<file path="src/rtl/rule_conf_seq.sv">
// Purpose : serializes one rule descriptor into an ordered burst of single-cycle rule-config writes.
// Latency : first write appears the cycle after acceptance; burst is 2*TYPE_NUM+KEY_FILED_NUM+3 back-to-back cycles.
// Backpr. : o_desc_ready is high only in IDLE; no backpressure from the config bus, i_abort ends a burst early.
//
// Ports:
//   i_clk, i_rst_n             clock, asynchronous active-low reset
//   i_desc_* / o_desc_ready    descriptor valid/ready handshake and fields (captured on acceptance)
//   i_abort                    drops the current burst after the write in flight
//   o_rule_wren/wdata/addr     config write bus (addr[10:8] = selector, addr[7:0] = index)
//   o_busy, o_done             burst in progress, one-cycle pulse on the commit write
module rule_conf_seq #(
    parameter int RULE_NUM          = 16,
    parameter int TYPE_NUM          = 4,
    parameter int TYPE_WIDTH        = 16,
    parameter int TYPE_OFFSET_WIDTH = 6,
    parameter int KEY_FILED_NUM     = 8,
    parameter int KEY_OFFSET_WIDTH  = 6,
    parameter int HEAD_SHIFT_WIDTH  = 6,
    parameter int META_SHIFT_WIDTH  = 6
) (
    input  logic                                          i_clk,
    input  logic                                          i_rst_n,
    input  logic                                          i_desc_valid,
    output logic                                          o_desc_ready,
    input  logic [5:0]                                    i_desc_ruleId,
    input  logic                                          i_desc_ruleValid,
    input  logic [TYPE_NUM*TYPE_WIDTH-1:0]                i_desc_typeData,
    input  logic [TYPE_NUM*TYPE_WIDTH-1:0]                i_desc_typeMask,
    input  logic [TYPE_NUM*TYPE_OFFSET_WIDTH-1:0]         i_desc_typeOffset,
    input  logic [KEY_FILED_NUM*(KEY_OFFSET_WIDTH+1)-1:0] i_desc_keyOffset,
    input  logic [HEAD_SHIFT_WIDTH-1:0]                   i_desc_headShift,
    input  logic [META_SHIFT_WIDTH-1:0]                   i_desc_metaShift,
    input  logic                                          i_abort,
    output logic                                          o_rule_wren,
    output logic [31:0]                                   o_rule_wdata,
    output logic [31:0]                                   o_rule_addr,
    output logic                                          o_busy,
    output logic                                          o_done
);

    localparam int IDX_W = 8;
    localparam int KEW   = KEY_OFFSET_WIDTH + 1;

    // Parameter legality is checked at elaboration so a bad build never gets to silicon.
    if (RULE_NUM > 64 || TYPE_NUM > 16 || TYPE_WIDTH > 16 || TYPE_OFFSET_WIDTH > 32 ||
        KEY_FILED_NUM > 64 || KEY_OFFSET_WIDTH > 16) begin : g_param_check
        $error("rule_conf_seq: parameter out of range");
    end

    typedef enum logic [2:0] {
        S_IDLE, S_TYPE, S_TOFF, S_KEY, S_HEAD, S_META, S_RULE
    } state_t;

    state_t                                  state, nxt_state;
    logic [IDX_W-1:0]                        idx, nxt_idx;

    logic [5:0]                              rule_id_q;
    logic                                    rule_valid_q;
    logic [TYPE_NUM*TYPE_WIDTH-1:0]          type_data_q, type_mask_q;
    logic [TYPE_NUM*TYPE_OFFSET_WIDTH-1:0]   type_off_q;
    logic [KEY_FILED_NUM*KEW-1:0]            key_off_q;
    logic [HEAD_SHIFT_WIDTH-1:0]             head_q;
    logic [META_SHIFT_WIDTH-1:0]             meta_q;

    logic                                    accept;
    logic [TYPE_NUM*TYPE_WIDTH-1:0]          td_src, tm_src;
    logic [TYPE_WIDTH-1:0]                   el_tdata, el_tmask;
    logic [TYPE_OFFSET_WIDTH-1:0]            el_toff;
    logic [KEW-1:0]                          el_key;
    logic [31:0]                             nxt_addr, nxt_wdata;

    assign accept = i_desc_valid & o_desc_ready;

    // The first TYPE write is formed in the acceptance cycle, before the capture
    // registers are loaded, so it must come straight from the descriptor inputs.
    assign td_src = (state == S_IDLE) ? i_desc_typeData : type_data_q;
    assign tm_src = (state == S_IDLE) ? i_desc_typeMask : type_mask_q;

    always_comb begin
        nxt_state = state;
        nxt_idx   = idx;
        case (state)
            S_IDLE: if (accept) begin nxt_state = S_TYPE; nxt_idx = '0; end
            S_TYPE: if (idx == IDX_W'(TYPE_NUM - 1)) begin nxt_state = S_TOFF; nxt_idx = '0; end
                    else nxt_idx = idx + 8'd1;
            S_TOFF: if (idx == IDX_W'(TYPE_NUM - 1)) begin nxt_state = S_KEY; nxt_idx = '0; end
                    else nxt_idx = idx + 8'd1;
            S_KEY:  if (idx == IDX_W'(KEY_FILED_NUM - 1)) begin nxt_state = S_HEAD; nxt_idx = '0; end
                    else nxt_idx = idx + 8'd1;
            S_HEAD: nxt_state = S_META;
            S_META: nxt_state = S_RULE;
            S_RULE: nxt_state = S_IDLE;
            default: begin nxt_state = S_IDLE; nxt_idx = '0; end
        endcase
        if (state != S_IDLE && i_abort) begin
            nxt_state = S_IDLE;
            nxt_idx   = '0;
        end
    end

    // Element selection as a constant-index mux keyed by the next index.
    always_comb begin
        el_tdata = '0;
        el_tmask = '0;
        el_toff  = '0;
        el_key   = '0;
        for (int i = 0; i < TYPE_NUM; i++) begin
            if (nxt_idx == IDX_W'(i)) begin
                el_tdata = td_src[i*TYPE_WIDTH +: TYPE_WIDTH];
                el_tmask = tm_src[i*TYPE_WIDTH +: TYPE_WIDTH];
                el_toff  = type_off_q[i*TYPE_OFFSET_WIDTH +: TYPE_OFFSET_WIDTH];
            end
        end
        for (int i = 0; i < KEY_FILED_NUM; i++) begin
            if (nxt_idx == IDX_W'(i)) el_key = key_off_q[i*KEW +: KEW];
        end
    end

    always_comb begin
        nxt_addr  = '0;
        nxt_wdata = '0;
        case (nxt_state)
            S_TYPE: begin
                nxt_addr                     = {21'd0, 3'd1, nxt_idx};
                nxt_wdata[16 +: TYPE_WIDTH]  = el_tdata;
                nxt_wdata[0 +: TYPE_WIDTH]   = el_tmask;
            end
            S_TOFF: begin
                nxt_addr                          = {21'd0, 3'd2, nxt_idx};
                nxt_wdata[0 +: TYPE_OFFSET_WIDTH] = el_toff;
            end
            S_KEY: begin
                nxt_addr                         = {21'd0, 3'd3, nxt_idx};
                nxt_wdata[16]                    = el_key[KEY_OFFSET_WIDTH];
                nxt_wdata[0 +: KEY_OFFSET_WIDTH] = el_key[KEY_OFFSET_WIDTH-1:0];
            end
            S_HEAD: begin
                nxt_addr                         = {21'd0, 3'd4, 8'd0};
                nxt_wdata[0 +: HEAD_SHIFT_WIDTH] = head_q;
            end
            S_META: begin
                nxt_addr                         = {21'd0, 3'd5, 8'd0};
                nxt_wdata[0 +: META_SHIFT_WIDTH] = meta_q;
            end
            S_RULE: begin
                // Rule id is passed through unchecked; the decoder owns range checking.
                nxt_addr     = {21'd0, 3'd0, 2'd0, rule_id_q};
                nxt_wdata[0] = rule_valid_q;
            end
            default: ;
        endcase
    end

    always_ff @(posedge i_clk or negedge i_rst_n) begin
        if (!i_rst_n) begin
            state        <= S_IDLE;
            idx          <= '0;
            o_desc_ready <= 1'b1;
            o_rule_wren  <= 1'b0;
            o_rule_addr  <= '0;
            o_rule_wdata <= '0;
            o_busy       <= 1'b0;
            o_done       <= 1'b0;
            rule_id_q    <= '0;
            rule_valid_q <= 1'b0;
            type_data_q  <= '0;
            type_mask_q  <= '0;
            type_off_q   <= '0;
            key_off_q    <= '0;
            head_q       <= '0;
            meta_q       <= '0;
        end else begin
            state        <= nxt_state;
            idx          <= nxt_idx;
            o_desc_ready <= (nxt_state == S_IDLE);
            o_rule_wren  <= (nxt_state != S_IDLE);
            o_rule_addr  <= nxt_addr;
            o_rule_wdata <= nxt_wdata;
            o_busy       <= (nxt_state != S_IDLE);
            o_done       <= (nxt_state == S_RULE);
            if (accept) begin
                rule_id_q    <= i_desc_ruleId;
                rule_valid_q <= i_desc_ruleValid;
                type_data_q  <= i_desc_typeData;
                type_mask_q  <= i_desc_typeMask;
                type_off_q   <= i_desc_typeOffset;
                key_off_q    <= i_desc_keyOffset;
                head_q       <= i_desc_headShift;
                meta_q       <= i_desc_metaShift;
            end
        end
    end

endmodule

</file>
<file path="config.mk">
export PLATFORM = sky130hd
export DESIGN_NAME = rule_conf_seq
export DESIGN_NICKNAME = d
export VERILOG_FILES = /design/src/rtl/rule_conf_seq.sv
export SDC_FILE = /design/constraint.sdc
export NUM_CORES = 1
export LEC_CHECK = 0
export ABC_CLOCK_PERIOD_IN_PS = 3810
export CORE_ASPECT_RATIO = 2
export CORE_UTILIZATION = 52
export DETAILED_ROUTE_END_ITERATION = 6
export GPL_TIMING_DRIVEN = 0
export PLACE_DENSITY_LB_ADDON = 0.3
export SYNTH_ARGS = -nofsm -noshare
export SYNTH_HDL_FRONTEND = slang
export SYNTH_SLANG_ARGS = --single-unit
</file>
<file path="constraint.sdc">
create_clock -name i_clk -period 3.81 [get_ports i_clk]
set_input_delay 0.9525 -clock i_clk [delete_from_list [all_inputs] [get_ports i_clk]]
set_output_delay 0.9525 -clock i_clk [all_outputs]
set_load 0.005 [all_outputs]
</file>
==> results by group <==
Run status
  • Outcome: completed

Worst setup path
  • Worst path slowest cell: a222oi_1
  • R2R depth: 11
  • Arr. time, crit path: 4.07 ns
  • Reg-to-reg slack, setup: 0.15 ns
  • Critical path fanouts, max: 10
  • CP Cell Sequence: clkdlybuf4s50_1 > and2_1 > o22ai_4 > a211oi_4 > mux2_2 > a222oi_1 > o22ai_1 > o211ai_1 > o311ai_1
  • Req. time, crit path: 4.20 ns
  • Critical Path Sink Type: flip-flop
  • Stages on the worst setup path: 9
  • Top Family by Delay on Critical Path: compound AO/OA/AOI/OAI gates
  • CP bufs+invs: 1
  • Worst r2r src: idx[0]
  • Worst setup SP type: input port
  • Setup crit end: o_rule_wdata[1]
  • Reg2reg end: o_rule_wdata[1]
  • Slowest stage delay, CP: 0.80 ns
  • CP Class: in -> reg
  • Crit path from: i_desc_valid

Global routing
  • Total gr overflow: 0
  • GR Util All Layers: 34.3%
  • First-pass GRT wire length: 73100 um
  • Largest net degree at the start of global routing: 112
  • Number of global-route vias before repair: 13900
  • Antenna violations before repair: 5

STA
  • Clock skew: 0.0198 ns
  • RSZ-0062 raised after global routing: no
  • Fin crit share: 96.5%
  • Slew Limit Fails: 0
  • Max transition margin: 38.1%
  • Final Setup Violations: 0
  • Final Hold Fails: 0
  • Worst Hold Margin: 0.466 ns
  • Worst-Margin Slew: 0.928 ns
  • Min Tclk post-route: 3.68 ns
  • Max Clk Rate: 0.272 GHz

Yosys
  • Number of synthesized flops with an enable pin: 0
  • Primary FF master, synth: dfrtp_1
  • Mean post-synth cell area: 8.49 um^2
  • Synth async-reset ratio: 100%
  • Mapped cell area: 14100 um^2
  • Distinct cell type count of the synthesized netlist: 90
  • Synth area leader: dfrtp_1
  • Seq/Total Area, Yosys: 50.3%
  • Top post-synthesis cells by area: dfrtp_1 50%, nand2_1 20%, mux2i_1 5.2%
  • Cells after Synth: 1664
  • Yosys warning total: 0
  • Register bit count reported by yosys: 284
  • Share of the synthesized area in the top cell type: 50.1%

Pwr
  • Max rail drop VDD: 0.438 mV
  • PwrDens: 758 nW/um^2
  • Leakage: 8.92 nW

Route
  • # DRC: 0
  • Initial DRC count: 904
  • Via density: 5.63
  • Drt first pass iters: 5
  • Drt total wl: 47300 um
  • Vias: 13300
  • Antenna Nets Post-Route: 0
  • Routed length per instance: 20.0 um

CTS
  • H-tree lvl count: 1
  • Number of buffers created by CTS: 26
  • CTS tree: built
  • Worst-skew pair later-pin latency: 0.56 ns
  • Clock root buffer: clkbuf_16
  • Clk sink count: 284
  • Max clock buf depth: 3
  • Clock transition at the registers of the reported paths: 0.07 ns
  • Cts hold-fix bufs: 0

Cells and area
  • Area Growth Syn to Fin: 30.3%
  • Fin util: 68.7%
  • Final nets: 2226
  • Design Area, Final: 18400 um^2
  • Layout cells sized above 1: 7.05%

Die
  • Die Y: 235 um
  • Die ar.: 27900 um^2
  • Die Width: 119 um
  • FP Rows: 85
  • I/O pin cnt: 299
  • Area of the core: 26800 um^2
  • Initial Utilization: 52.7%

Place
  • Gpl congestion: 0.971
  • Placed cell area: 17500 um^2
  • DP Wirelength: 36100 um
  • IO buf count: 276

Min path
  • Type of the most critical hold path: reg -> reg
  • Worst Hold Path Cells: 2

Flow run
  • Max-Cap Viols: 0
[cell families after synthesis]
group | share of synthesized area (%)
flops | 50.3
compound gates | 13.0
mux | 5.41
xor+xnor | 0.310
buf+inv | 5.14
other cells | 0.0266
simple gates | 25.6
fa+ha+maj | 0.0886
[metal layers]
layer  share of wire [%]  track usage, %
met4                 7.9            26.9
met3                 5.4            3.91
met5                   0               0
met2                  54            62.8
met1                  33            34.7
[metrics by stage]
step           worst slack [ns]  power (W)  instances  setup TNS (ns)
3_3_place_gp             -10.08     0.0109       2308        -2863.59
2_1_floorplan             0.841    0.00867       1684               0
3_5_place_dp             -0.592     0.0110       2310          -13.23
4_1_cts                   0.117     0.0139       2362               0
6_report                  0.135     0.0140       2366               0
5_1_grt                  0.0513     0.0147       2366               0
[timing repair]
action / in CTS / in global routing
setup buffers: 5 / 0
pin swaps: 2 / 1
endpoints found under the setup margin: 15 / 13
resized for setup: 2 / 4
[Yosys cell counts, drive strengths merged (3+ instances only)]
cell and count:
o221ai 3, and3 3, a22o 11, clkbuf 70, a222oi 7, nand3 11, a21oi 58, nand2b 4
xnor2 3, a2bb2oi 3, buf 66, dfrtp 283, a31oi 26, and2 29, nand2 767, o211ai 7
nor3 7, or2 4, nand4 5, nor2 46, or3 4, nor3b 3, a221oi 8, mux2i 73
a22oi 13, inv 9, o22ai 36, a211oi 36, nor4 3, nor2b 3, o21ai 17, mux2 3
a211o 4
[worst reg2reg max path, delay by kind of cell (launching register included)]
kind                       cells  cell delay (ns)
AOI/OAI and AO/OA              5             1.42
adders and majority gates      1             0.33
buffers and inverters          2             0.35
DFF                            1             0.54
and+or+nand+nor                3             0.89
[how the worst min path moves through the flow]
stage / startpoint / to / slack (ns)
2_1_floorplan: key_off_q[10] / key_off_q[10] / 0.44
3_3_place_gp: type_mask_q[56] / type_mask_q[56] / 0.45
3_5_place_dp: type_data_q[61] / type_data_q[61] / 0.45
4_1_cts: type_data_q[54] / type_data_q[54] / 0.47
5_1_grt: type_mask_q[63] / type_mask_q[63] / 0.49
6_report: type_mask_q[57] / type_mask_q[57] / 0.47
[state kept, by name (all words and copies together), names as in the netlist]
| register | flops |
|---|---|
| head_q | 6 |
| idx | 8 |
| key_off_q | 56 |
| meta_q | 6 |
| o_busy | 1 |
| o_desc_ready | 1 |
| o_done | 1 |
| o_rule_addr | 11 |
| o_rule_wdata | 32 |
| rule_id_q | 6 |
| rule_valid_q | 1 |
| state | 3 |
| type_data_q | 64 |
| type_mask_q | 64 |
| type_off_q | 24 |
[where the power goes]
group	switching (W)	total [W]	internal [W]
sequential	0.000680	0.00490	0.00422
clock	0.00117	0.00276	0.00160
combinational	0.00389	0.00629	0.00240
total	0.00574	0.0140	0.00822
[cells in the final DEF (no fill, tap or decap), drive strengths merged, types with 4 or more instances in the layout]
cell type,count
nand2,767
dfrtp,283
clkdlybuf4s50,275
clkbuf,107
buf,74
mux2i,73
a21oi,58
nor2,46
o22ai,36
a211oi,36
and2,29
a31oi,26
conb,21
o21ai,17
a22oi,13
nand3,11
a22o,11
inv,9
a221oi,8
a222oi,7
o211ai,7
nor3,7
diode,5
nand4,5
nand2b,4
clkinv,4
a211o,4
or3,4
or2,4
[layout make-up]
cell class / count / area [um^2]
timing repair buffer: 283 / 2860
clock buffer: 38 / 767
clock inverter: 9 / 125
tap: 348 / 435
inverter: 9 / 33.8
antenna: 5 / 12.5
buffer: 135 / 691
sequential: 284 / 7110
fill: 2178 / 8390
multi-input combinational: 1255 / 6370
No activity file was read; power rests on OpenSTA's default activity.
